--- src/rtl/counter_seq_ctrl_pkg.sv ---
// Shared constants for the counter sequencer: state encoding and state width.
package counter_seq_ctrl_pkg;

  localparam int unsigned STATE_W = 2;

  localparam logic [STATE_W-1:0] ST_IDLE = 2'd0;
  localparam logic [STATE_W-1:0] ST_RUN  = 2'd1;
  localparam logic [STATE_W-1:0] ST_DONE = 2'd2;

endpackage

--- src/rtl/counter_seq_ctrl_eq_cmp.sv ---
// Equality comparator used for the terminal-count match.
module eq_cmp #(
  parameter int unsigned BUS_WIDTH = 8
) (
  input  logic [BUS_WIDTH-1:0] a,
  input  logic [BUS_WIDTH-1:0] b,
  output logic                 eq
);

  assign eq = (a == b);

endmodule

--- src/rtl/counter_seq_ctrl.sv ---
// Sequencer for a reset-less loadable up-counter: parks it at base, runs it to limit, reports tick/done.
// COUNTER_SEQ_AUTO_RELOAD_EN selects periodic reload instead of one-shot completion.
module counter_seq_ctrl
  import counter_seq_ctrl_pkg::*;
#(
  parameter int unsigned BUS_WIDTH = 8
) (
  input  logic                 clk,
  input  logic                 rst,
  input  logic                 start,
  input  logic                 stop,
  input  logic [BUS_WIDTH-1:0] base,
  input  logic [BUS_WIDTH-1:0] limit,
  input  logic [BUS_WIDTH-1:0] cnt,
  output logic                 st,
  output logic [BUS_WIDTH-1:0] X,
  output logic                 busy,
  output logic                 tick,
  output logic                 done
);

  logic [STATE_W-1:0]   state_q;
  logic [STATE_W-1:0]   state_d;
  logic [BUS_WIDTH-1:0] base_q;
  logic [BUS_WIDTH-1:0] limit_q;
  logic                 match;
  logic                 capture;
  logic                 tick_d;

  eq_cmp #(.BUS_WIDTH(BUS_WIDTH)) u_match (
    .a  (cnt),
    .b  (limit_q),
    .eq (match)
  );

  // Next state, counter load control and capture strobe
  always_comb begin
    state_d = state_q;
    st      = 1'b1;
    X       = base_q;
    capture = 1'b0;
    tick_d  = 1'b0;
    case (state_q)
      ST_IDLE: begin
        X = base;
        if (start && !stop) begin
          state_d = ST_RUN;
          capture = 1'b1;
        end
      end
      ST_RUN: begin
        st = match;
        if (stop) begin
          state_d = ST_IDLE;
        end else if (match) begin
          tick_d = 1'b1;
`ifndef COUNTER_SEQ_AUTO_RELOAD_EN
          state_d = ST_DONE;
`endif
        end
      end
      ST_DONE: begin
        if (stop) begin
          state_d = ST_IDLE;
        end else if (start) begin
          state_d = ST_RUN;
          capture = 1'b1;
        end
      end
      default: state_d = ST_IDLE;
    endcase
  end

  // State, captured operands and registered status
  always_ff @(posedge clk or posedge rst) begin
    if (rst) begin
      state_q <= ST_IDLE;
      base_q  <= '0;
      limit_q <= '0;
      busy    <= 1'b0;
      tick    <= 1'b0;
      done    <= 1'b0;
    end else begin
      state_q <= state_d;
      if (capture) begin
        base_q  <= base;
        limit_q <= limit;
      end
      busy <= (state_d == ST_RUN);
      tick <= tick_d;
`ifdef COUNTER_SEQ_AUTO_RELOAD_EN
      done <= 1'b0;
`else
      done <= (state_d == ST_DONE);
`endif
    end
  end

endmodule
--- config.mk ---
export PLATFORM = sky130hd
export DESIGN_NAME = counter_seq_ctrl
export DESIGN_NICKNAME = d
export VERILOG_FILES = /design/src/rtl/counter_seq_ctrl_pkg.sv /design/src/rtl/counter_seq_ctrl_eq_cmp.sv /design/src/rtl/counter_seq_ctrl.sv
export SDC_FILE = /design/constraint.sdc
export NUM_CORES = 1
export LEC_CHECK = 0
export CAP_MARGIN = 20
export CORE_MARGIN = 3
export CORE_UTILIZATION = 46
export DETAILED_ROUTE_END_ITERATION = 8
export GPL_TIMING_DRIVEN = 0
export PLACE_DENSITY = 0.83
export SETUP_SLACK_MARGIN = 0.05
export SLEW_MARGIN = 40
export SYNTH_ARGS = -nofsm -noshare
export SYNTH_HDL_FRONTEND = slang
export SYNTH_SLANG_ARGS = --single-unit
--- constraint.sdc ---
create_clock -name clk -period 3 [get_ports clk]
set_input_delay 0.3 -clock clk [delete_from_list [all_inputs] [get_ports clk]]
set_output_delay 0.3 -clock clk [all_outputs]
set_load 0.01 [all_outputs]
Word level (Yosys, flattened, before mapping) --
Cells that the tools add are included.
Storage, ports and cells: register bits after elaboration 21, output and inout bits 12, logic and storage cells 29
Operators by class: equal/unequal tests 5, multiplexer cells 15, reduce and logical (&&, ||, !) cells 3
Operators with widths (number):
- $mux W2 | 5
- $eq A8 B8 Y1 | 1
- $mux W8 | 1
- $mux W1 | 7
- $pmux W2 S3 | 1
- $eq A2 B1 Y1 const B | 2
- $eq A2 B2 Y1 const B | 2
- $logic_not A2 Y1 | 1
- $pmux W1 S2 | 1
- $logic_and A1 B1 Y1 | 1
- $logic_not A1 Y1 | 1

Longest topological paths before layout --
depth in word-level cells 5, depth in mapped cells 4

Hierarchy --
Synthesis repeated with hierarchy kept, for this count alone.
Second synthesis, totals: cells, all modules 69, area, all modules 977.2 µm²
By module, submodules not included:
- counter_seq_ctrl | instances 1, cells an instance 58, area each 890.9 µm², seq. area each 525.5 µm²
- eq_cmp | instances 1, cells an instance 11, area each 86.3 µm², seq. area each 0.0 µm²

Least setup slack after synthesis --
No wires, ideal clock.
path kind flip-flop to output port, start point register limit_q[6], end point output st, data arrival time 1.088 ns, data required time 2.700 ns, path slack 1.612 ns, cell stages (with the launch flop) 5, cells stage by stage dfrtp_1 > xor2_1 > nor4_4 > nand2_1 > nand3b_1
On the way: cells in the longest elaborated chain, start to end 2
Ends and longest elaborated chain:
- from (decl) | RTL line counter_seq_ctrl.sv:25 | logic [BUS_WIDTH-1:0] limit_q;
- from (signal assigned) | RTL line counter_seq_ctrl.sv:87 | limit_q <= limit;
- $eq A8 B8 Y1 | RTL line counter_seq_ctrl_eq_cmp.sv:10 | assign eq = (a == b);
- $mux W1 | RTL line counter_seq_ctrl.sv:43 | case (state_q)
- to (decl) | RTL line counter_seq_ctrl.sv:15 | output logic st,
Every way passes these cells.

Final worst setup path --
start point register limit_q[7], end point output st
Same word-level chain as after synthesis.

==> summary.md <==
| Metric | Value |
|---|---|
| Status | `finished, final reports clean` |
| Filler Cells Inserted | `152` |
| VDD IR max | `0.341 mV` |
| Worst Skew | `0.00847 ns` |
| Part of the power in combinational logic | `33.4%` |
| Starting Density | `51.0%` |
| Sequential share of power | `48.6%` |
| Post-CTS setup buffer count | `0` |
| Root buf cell | `clkbuf_4` |
| DR vias | `675` |
| Die span in y | `53.8 microns` |
| Vias in the first global route | `693` |
| DRT antenna net count | `0` |
| Final Hold Vio Count | `0` |
| Worst Tran Pin Value | `0.439 ns` |
| Area of the multi-input gates | `495 sq um` |
| CP endpoint kind | `primary output` |
| Maxcap violations | `0` |
| Mapped cell area | `0.00105 sq mm` |
| # H-tree levels | `1` |
| # hold bufs at CTS | `0` |
| N_diodes | `0` |
| GP Congestion | `0.633` |
| Sw frac | `27.7%` |
| Area Overhead vs Synth | `43.0%` |
| Total GRT Usage | `15.8%` |
| Post-CTS Resized | `0` |
| Final core utilization | `72.9%` |
| Max-slew violation count | `0` |
| Detailed-route DRC error count | `0` |
| Setup WS pre-CTS | `0.686 ns` |
| WP data arrival | `2.01 ns` |
| Seq/Total Area, Yosys | `50.0%` |
| Distinct cells, synth | `18` |
| Clock Pin Slew Worst Setup and Hold Paths | `0.12 ns` |
| Antenna violations before repair | `0` |
| Hold Path Class | `in -> async` |
| Power per cell area | `500 mW/mm^2` |
| Register area | `526 sq um` |
| Relative slew slack | `70.7%` |
| First-pass GRT wire length | `3190 microns` |
| RSZ-0062 raised after global routing | `no` |
| Largest net degree at the start of global routing | `22` |
| Setup_tns | `0 ns` |
| Initial drt markers | `4` |
| Fin crit share | `77.0%` |
| Longest Clk Path Bufs | `2` |
| Critical path startpoint category | `flip-flop` |
| Fmax | `0.433 GHz` |
| Core Region | `0.00206 sq mm` |
| TritonCTS clock tree | `yes` |
| Commonest non-fill, non-tap cell in the layout | `clkdlybuf4s50_1` |
| Leakage | `0.629 nW` |
| #FFs+latches synth | `21` |
| Final HPWL DP | `1620 microns` |
| Remaining Overflow, GRT | `0` |
| Layout cells sized above 1 | `31.9%` |
| CTS Buf Count | `3` |
| Site row count | `16` |
| Fin nets | `142` |
| P_sw | `0.208 mW` |
| WS Path Type | `reg -> out` |
| CP required | `2.70 ns` |
| Worst Path Max Fanout | `4` |
| Clock Power Share | `18.0%` |
| Ys Warns | `0` |
| Most frequent cells in the layout | `39 x clkdlybuf4s50_1, 21 x dfrtp_1, 16 x mux2_2, 8 x mux2_4, 8 x xor2_1` |
| Die width | `53.8 microns` |
| I/O pins | `40` |
| Final WL | `2050 microns` |
| Fin crit period | `2.31 ns` |
| DR WL/cell | `14.7 microns` |
| Worst setup margin | `0.690 ns` |
| Cell count after synthesis | `70` |
| Clk sink count | `21` |
| Via density | `4.82` |
| Buffers on Ports | `39` |
| Synthesized net count | `98` |
| Internal | `0.543 mW` |
| First drt pass iteration count | `2` |
| Clock Latency Late Sink | `0.30 ns` |
| Die Area | `0.00289 sq mm` |
| R2r worst-path depth | `4` |
| Setup Viol. Count Final | `0` |
| Avg Inst Size Synth | `15.0 sq um` |
-- synth_stat cells --
cell / instances / share of area (%)
nand3b_1: 1 / 0.71
or4b_1: 1 / 0.95
xor2_1: 8 / 6.7
or3b_4: 1 / 1.1
nor4_4: 2 / 4.0
buf_6: 1 / 1.1
inv_1: 1 / 0.36
nor2_2: 1 / 0.60
a21oi_1: 1 / 0.48
dfrtp_1: 21 / 50
o21ai_1: 2 / 0.95
mux2_2: 16 / 17
mux2_4: 8 / 11
buf_8: 1 / 1.4
or2_1: 2 / 1.2
nor2_1: 1 / 0.36
nand2_1: 1 / 0.36
nor3b_2: 1 / 1.2
-- power by group through the flow --
stage / sequential (mW) / clock, mW / combinational [mW]
after floorplan: 0.363 / 0 / 0.157
after global routing: 0.372 / 0.151 / 0.268
final: 0.365 / 0.135 / 0.251
after detailed placement: 0.372 / 0 / 0.253
after CTS: 0.366 / 0.140 / 0.255
after global placement: 0.368 / 0 / 0.245
-- worst max-delay path, cell delays in order (launching register included) --
cell and delay, ns:
dfrtp_1 0.41, xor2_1 0.20, nor4_4 0.31, nand2_1 0.15, nand3b_1 0.11, clkdlybuf4s50_1 0.53
-- cell families after synthesis --
logic type	Yosys count	synth area share [%]
and+or+nand+nor	11	10.5
AOI/OAI and AO/OA	3	1.43
buffers and inverters	3	2.86
muxes	24	28.6
DFF	21	50.0
xor gates and xnor gates	8	6.67
-- final cells by class --
cell class,count,area share [%]
Tap cell,27,2.25
Clock buffer,3,1.50
Inverter,1,0.250
Sequential cell,21,35.0
Timing Repair Buffer,39,26.0
Clock inverter,1,0.333
Multi-Input combinational cell,46,33.0
Buffer,2,1.75
-- routing by layer --
layer  global-route usage, %  up-vias  part of all wire, %
met5                       0        -                    0
met1                    19.9      324                   43
met4                    6.38        0                  1.2
li1                        -      332                    -
met2                    27.2       17                   53
met3                    1.66        2                  3.3
-- metrics by stage --
stage | area, sq um | power, mW | hold slack [ns] | instances
after floorplan | 1050 | 0.520 | 0.277 | 70
after global placement | 1480 | 0.613 | 0.487 | 136
after detailed placement | 1480 | 0.625 | 0.490 | 136
after CTS | 1500 | 0.761 | 0.461 | 140
after global routing | 1500 | 0.792 | 0.330 | 140
final | 1500 | 0.751 | 0.308 | 140
-- flip-flops by register name, summed over array words and instances (netlist names) --
name / count
tick: 1
busy: 1
state_q: 2
base_q: 8
done: 1
limit_q: 8
-- worst paths after layout --
check	from	to	slack [ns]
min	rst	base_q[4]$_DFFE_PP0P_	0.31
max in group asynchronous	rst	base_q[1]$_DFFE_PP0P_	2.38
min reg2reg	base_q[7]$_DFFE_PP0P_	base_q[7]$_DFFE_PP0P_	0.52
max reg2reg	state_q[0]$_DFF_PP0_	base_q[3]$_DFFE_PP0P_	1.57
max	limit_q[7]$_DFFE_PP0P_	st	0.69
min in group clk	base_q[7]$_DFFE_PP0P_	base_q[7]$_DFFE_PP0P_	0.52
Note: power is estimated with default switching activity, not from simulation.
